===== src/rtl/cosim_perf_counters.sv =====
// Cosim performance counters: a free-running cycle counter plus NUM_COUNTERS gated
// event counters with sticky overflow, queried through a valid/ready opcode channel.
module cosim_perf_counters #(
  parameter int unsigned NUM_COUNTERS            = 4,
  parameter int unsigned COUNTER_WIDTH           = 64,
  parameter logic [63:0] CORE_CLOCK_FREQUENCY_HZ = 64'd100_000_000,
  parameter bit          SATURATE                = 1'b0
) (
  input  logic                    clk,
  input  logic                    rst_n,
  input  logic [NUM_COUNTERS-1:0] event_inc,
  input  logic                    req_valid,
  output logic                    req_ready,
  input  logic [1:0]              req_op,
  input  logic [7:0]              req_index,
  input  logic [NUM_COUNTERS-1:0] req_arg,
  output logic                    resp_valid,
  input  logic                    resp_ready,
  output logic [63:0]             resp_cycle,
  output logic [63:0]             resp_count,
  output logic [63:0]             resp_freq,
  output logic [1:0]              resp_status
);

  typedef enum logic [1:0] {
    OP_READ       = 2'd0,
    OP_READ_CLEAR = 2'd1,
    OP_CLEAR_ALL  = 2'd2,
    OP_SET_ENABLE = 2'd3
  } op_e;

  localparam logic [COUNTER_WIDTH-1:0] CNT_ONE = COUNTER_WIDTH'(1);

  op_e                      op;
  logic                     accept;
  logic                     idx_ok;
  logic                     is_read;
  logic [COUNTER_WIDTH-1:0] cycle_cnt;
  logic [COUNTER_WIDTH-1:0] cnt     [NUM_COUNTERS];
  logic [COUNTER_WIDTH-1:0] cnt_nxt [NUM_COUNTERS];
  logic [NUM_COUNTERS-1:0]  ovf;
  logic [NUM_COUNTERS-1:0]  ovf_nxt;
  logic [NUM_COUNTERS-1:0]  enable;
  logic [NUM_COUNTERS-1:0]  inc_vec;
  logic [NUM_COUNTERS-1:0]  clr_vec;
  logic [COUNTER_WIDTH-1:0] sel_cnt;
  logic                     sel_ovf;

  assign op        = op_e'(req_op);
  assign req_ready = rst_n & (~resp_valid | resp_ready);
  assign accept    = req_valid & req_ready;
  // Full 8-bit compare so out-of-range indices never alias onto a real counter.
  assign idx_ok    = 32'(req_index) < NUM_COUNTERS;
  assign is_read   = (op == OP_READ) || (op == OP_READ_CLEAR);
  assign inc_vec   = event_inc & enable;
  assign resp_freq = CORE_CLOCK_FREQUENCY_HZ;

  always_comb begin
    sel_cnt = '0;
    sel_ovf = 1'b0;
    for (int unsigned i = 0; i < NUM_COUNTERS; i++) begin
      if (32'(req_index) == i) begin
        sel_cnt = cnt[i];
        sel_ovf = ovf[i];
      end
    end
  end

  always_comb begin
    clr_vec = '0;
    for (int unsigned i = 0; i < NUM_COUNTERS; i++) begin
      clr_vec[i] = accept && ((op == OP_CLEAR_ALL) ||
                              ((op == OP_READ_CLEAR) && (32'(req_index) == i)));
    end
  end

  // A clear still honours the same-cycle increment, so no event is lost.
  always_comb begin
    for (int unsigned i = 0; i < NUM_COUNTERS; i++) begin
      cnt_nxt[i] = cnt[i];
      ovf_nxt[i] = ovf[i];
      if (clr_vec[i]) begin
        cnt_nxt[i] = inc_vec[i] ? CNT_ONE : '0;
        ovf_nxt[i] = 1'b0;
      end else if (inc_vec[i]) begin
        if (&cnt[i]) begin
          ovf_nxt[i] = 1'b1;
          cnt_nxt[i] = SATURATE ? cnt[i] : '0;
        end else begin
          cnt_nxt[i] = cnt[i] + CNT_ONE;
        end
      end
    end
  end

  always_ff @(posedge clk) begin
    if (!rst_n) begin
      cycle_cnt <= '0;
      ovf       <= '0;
      enable    <= '1;
      for (int unsigned i = 0; i < NUM_COUNTERS; i++) cnt[i] <= '0;
    end else begin
      cycle_cnt <= cycle_cnt + CNT_ONE;
      ovf       <= ovf_nxt;
      for (int unsigned i = 0; i < NUM_COUNTERS; i++) cnt[i] <= cnt_nxt[i];
      if (accept && (op == OP_SET_ENABLE)) enable <= req_arg;
    end
  end

  always_ff @(posedge clk) begin
    if (!rst_n) begin
      resp_valid  <= 1'b0;
      resp_cycle  <= '0;
      resp_count  <= '0;
      resp_status <= '0;
    end else if (accept) begin
      resp_valid  <= 1'b1;
      resp_cycle  <= 64'(cycle_cnt);
      resp_count  <= '0;
      resp_status <= '0;
      if (is_read) begin
        if (idx_ok) begin
          resp_count  <= 64'(sel_cnt);
          resp_status <= {sel_ovf, 1'b0};
        end else begin
          resp_status <= 2'b01;
        end
      end
    end else if (resp_ready) begin
      resp_valid <= 1'b0;
    end
  end

endmodule


===== config.mk =====
export PLATFORM = sky130hd
export DESIGN_NAME = cosim_perf_counters
export DESIGN_NICKNAME = d
export VERILOG_FILES = /design/src/rtl/cosim_perf_counters.sv
export SDC_FILE = /design/constraint.sdc
export NUM_CORES = 1
export LEC_CHECK = 0
export ABC_CLOCK_PERIOD_IN_PS = 3390
export BUFFER_PORTS_ARGS = -buffer_cell sky130_fd_sc_hd__buf_4
export CAP_MARGIN = 25
export CORE_ASPECT_RATIO = 0.75
export CORE_UTILIZATION = 54
export DETAILED_ROUTE_END_ITERATION = 10
export PLACE_DENSITY = 0.72
export SLEW_MARGIN = 0
export SYNTH_ARGS = -nofsm -noshare
export SYNTH_HDL_FRONTEND = slang
export SYNTH_SLANG_ARGS = --single-unit

===== constraint.sdc =====
create_clock -name clk -period 3.39 [get_ports clk]
set_input_delay 0.678 -clock clk [delete_from_list [all_inputs] [get_ports clk]]
set_output_delay 0.678 -clock clk [all_outputs]
set_load 0.05 [all_outputs]

==> run summary <==
Final hold violation count -> 0
Number of buffers created by CTS -> 47
Switching share of power -> 23.5%
Row cnt -> 64
Final setup violation count -> 0
Slowest cell on crit path -> or4_1
Core ar. -> 41000 um^2
Leak -> 9.14 nW
DP Area -> 24100 um^2
Area of the die -> 42600 um^2
CP Data Arrival Time -> 3.29 ns
Avg Cell Area, Syn -> 8.28 um^2
Gate power share -> 5.2%
Asr flop ratio synth -> 0%
Post-route DRC -> 0
Largest stage delay, worst path -> 0.69 ns
Worst Hold Endpoint -> enable[1]$_SDFFE_PN1P_
IO Pins -> 218
Slew Limit Fails -> 0
Post-Syn Area -> 22600 um^2
Post_cts resized -> 0
Drt via density -> 6.25
Via count -> 21300
FMAX -> 0.358 GHz
CP startpoint kind -> flop
Total global routing overflow -> 0
Int Pwr -> 8.71 mW
Critical R2R Capture -> cnt[2][53]$_SDFFE_PP0N_
Worst-Skew Late Latency -> 0.57 ns
CP Cell Sequence -> nand4_2 -> or4_1 -> or4_4 -> or4_1 -> a21oi_1
Non-Filler Instances -> 3418
Inst Count DP -> 3336
Die Wd -> 238 um
First drt pass iteration count -> 6
DPL Wire Length -> 49600 um
Final Instance Area -> 25700 um^2
TritonCTS clock tree -> done
Cell count after synthesis -> 2726
Depth of the worst register-to-register path -> 5
Setup TNS -> 0 ns
Max_cap viols -> 0
Final #Nets -> 2851
Status -> finished clean
RSZ-0062 raised after global routing -> false
Clock Sinks -> 459
Critical path fanouts, max -> 24
Share of cells above drive strength 1 -> 10.6%
Most frequent CP cell -> or4_1
H-tree depth -> 2
Flop pwr share -> 47.7%
Class of the worst hold path -> in2reg
GPL Wtd Cong -> 0.956
Antenna diodes -> 0
Vias in the first global route -> 18700
Clk network pwr share -> 47.1%
Initial antenna violation count -> 0
Min Tclk post-route -> 2.80 ns
Worst setup path category -> reg2reg
Met3 usage -> 5.50%
ANT nets after route -> 0
GRT Max-Usage Layer -> met1
Crit path capture type -> flop
GRT Overall Usage -> 30.9%
Largest net degree at the start of global routing -> 91
Drt wl/cell -> 20.0 um
Clk buf depth -> 3
Root Driver -> clkbuf_16
Reg-to-reg startpoint -> cnt[2][25]$_SDFFE_PP0N_
Pwr Density -> 444 nW/um^2
Post-synthesis sequential area ratio -> 40.7%
First-pass GRT wire length -> 104000 um
Global routing usage on met1 -> 46.2%
Initial Util -> 55.0%
Hold_buf cts -> 0
Net Sw Power -> 2.67 mW
Util after Layout -> 62.6%
R2R Setup Slk -> 0.59 ns
Least-Margin Pin Slew -> 0.978 ns
Initial DRC count -> 2267
Worst slew margin -> 34.2%
Post-CTS Setup Inserts -> 0
P&R area growth vs syn -> 13.7%
Maximum vdd drop -> 322 uV
Total Power -> 11.4 mW
Synthesized flop and latch total -> 459
Clock Pin Slew Worst Setup and Hold Paths -> 0.07 ns
IO Port Bufs -> 153
Top FF cell, synth -> dfxtp_1
Die height -> 179 um
Critical path required time -> 3.89 ns
Hold_sp -> req_arg[1]
Total Wirelength -> 68300 um
Hold path depth -> 3
Post-synth EDFFs -> 0
Grt met2 use -> 44.3%
Ys Warns -> 0
Final period util -> 82.5%
Final clock skew -> 0.0191 ns
Synth unique cells -> 55
power by group through the flow:
| stage | Clock [mW] | Combinational [mW] | Sequential [mW] |
|---|---|---|---|
| 6_report | 5.36 | 0.591 | 5.43 |
| 5_1_grt | 5.65 | 0.621 | 5.43 |
| 3_5_place_dp | 0 | 0.581 | 5.55 |
| 2_1_floorplan | 0 | 0.490 | 5.56 |
| 3_3_place_gp | 0 | 0.574 | 5.55 |
| 4_1_cts | 5.41 | 0.582 | 5.43 |
routing by layer:
layer | up-vias | part of all wire (%) | wire length, um
met2 | 929 | 42 | 28800
met3 | 132 | 9.5 | 6520
li1 | 9945 | - | -
met4 | 0 | 3.2 | 2200
met5 | - | 0 | 0
met1 | 10300 | 45 | 30800
worst max-delay path by stage:
stage	from	to	slack (ns)	depth (start not counted)
floorplan	req_index[4]	cnt[0][27]$_SDFFE_PP0N_	0.59	7
global placement	event_inc[2]	cnt[2][53]$_SDFFE_PP0N_	0.46	6
detailed placement	event_inc[2]	cnt[2][53]$_SDFFE_PP0N_	0.47	6
CTS	cnt[2][25]$_SDFFE_PP0N_	cnt[2][53]$_SDFFE_PP0N_	0.63	5
global route	cnt[2][25]$_SDFFE_PP0N_	cnt[2][53]$_SDFFE_PP0N_	0.50	5
finish	cnt[2][25]$_SDFFE_PP0N_	cnt[2][53]$_SDFFE_PP0N_	0.59	5
synth_stat cells (all sizes together), types with 3 or more instances:
master / count / area, um^2
o211ai: 3 / 22.5
nand3: 193 / 966
buf: 90 / 599
a21oi: 132 / 661
nor2b: 5 / 31.3
o41ai: 9 / 78.8
nand2b: 6 / 37.5
nand3b: 4 / 30.0
ha: 5 / 62.6
dfxtp: 459 / 9190
mux2i: 137 / 1370
or4: 60 / 454
nor4b: 3 / 26.3
or2: 8 / 50.1
a31oi: 4 / 25.0
xor2: 100 / 876
nand4: 145 / 913
and4: 37 / 324
and3: 45 / 282
nor2: 291 / 1090
and2: 17 / 106
nand4b: 6 / 52.6
o21ai: 82 / 410
xnor2: 81 / 709
o21bai: 3 / 26.3
o31ai: 47 / 353
clkbuf: 126 / 473
or3: 81 / 507
o31a: 4 / 35.0
a22oi: 128 / 961
nand2: 261 / 980
nor4: 45 / 294
inv: 37 / 139
nor3: 53 / 265
kinds of logic (layout without fill, tap and decap cells):
family,count (synthesis),count (layout),share of synthesized area [%]
buffers and inverters,253,322,5.37
multiplexers,139,139,6.18
adder cells (fa/ha/maj),5,5,0.277
XOR/XNOR,181,181,7.03
flip-flops,459,459,40.7
other,2,64,0.0333
AND/OR/NAND/NOR,1263,1263,28.5
AO/OA/AOI/OAI,424,424,11.8
cells in the final DEF, fill, tap and decap left out, types with 7 or more instances in the layout:
cell / instances
nor3_1: 52
and3_1: 44
nand4_1: 144
nand3_1: 192
o41ai_1: 9
nand2_1: 261
clkinv_2: 7
clkbuf_16: 47
clkbuf_8: 11
a21oi_1: 132
inv_1: 35
nor2_1: 291
or4_1: 59
nor4_1: 42
buf_4: 196
o21ai_0: 82
or2_2: 8
or3_1: 81
clkbuf_1: 10
dfxtp_1: 459
a22oi_1: 128
xnor2_1: 81
and4_1: 37
and2_1: 17
o31ai_1: 47
mux2i_1: 137
conb_1: 64
xor2_1: 100
final cells by class:
type	instances	area, um^2
fillers	3594	15300
multi-input cells	2076	12500
flip-flops and latches	459	9190
repair buffers	203	1600
clock buffers	68	1370
well taps	561	702
clock inverters	14	201
inverters	37	141
sequential cells by signal, summed over array words and instances (netlist names):
| register | flops |
|---|---|
| resp_valid | 1 |
| resp_count | 64 |
| ovf | 4 |
| cnt | 256 |
| cycle_cnt | 64 |
| enable | 4 |
| resp_status | 2 |
| resp_cycle | 64 |
through the flow:
stage / hold WS [ns] / setup slack [ns]
after global routing: 0.317 / 0.500
after detailed placement: 0.444 / 0.474
after global placement: 0.446 / 0.464
after CTS: 0.304 / 0.633
final: 0.319 / 0.595
after floorplan: 0.425 / 0.586
worst max-delay path, delay by kind of cell, from the launching register on:
family | cells | cell delay [ns]
flip-flops | 1 | 0.47
AO/OA/AOI/OAI | 1 | 0.14
AND/OR/NAND/NOR | 4 | 2.11
Note: power is estimated with default switching activity, not from simulation.
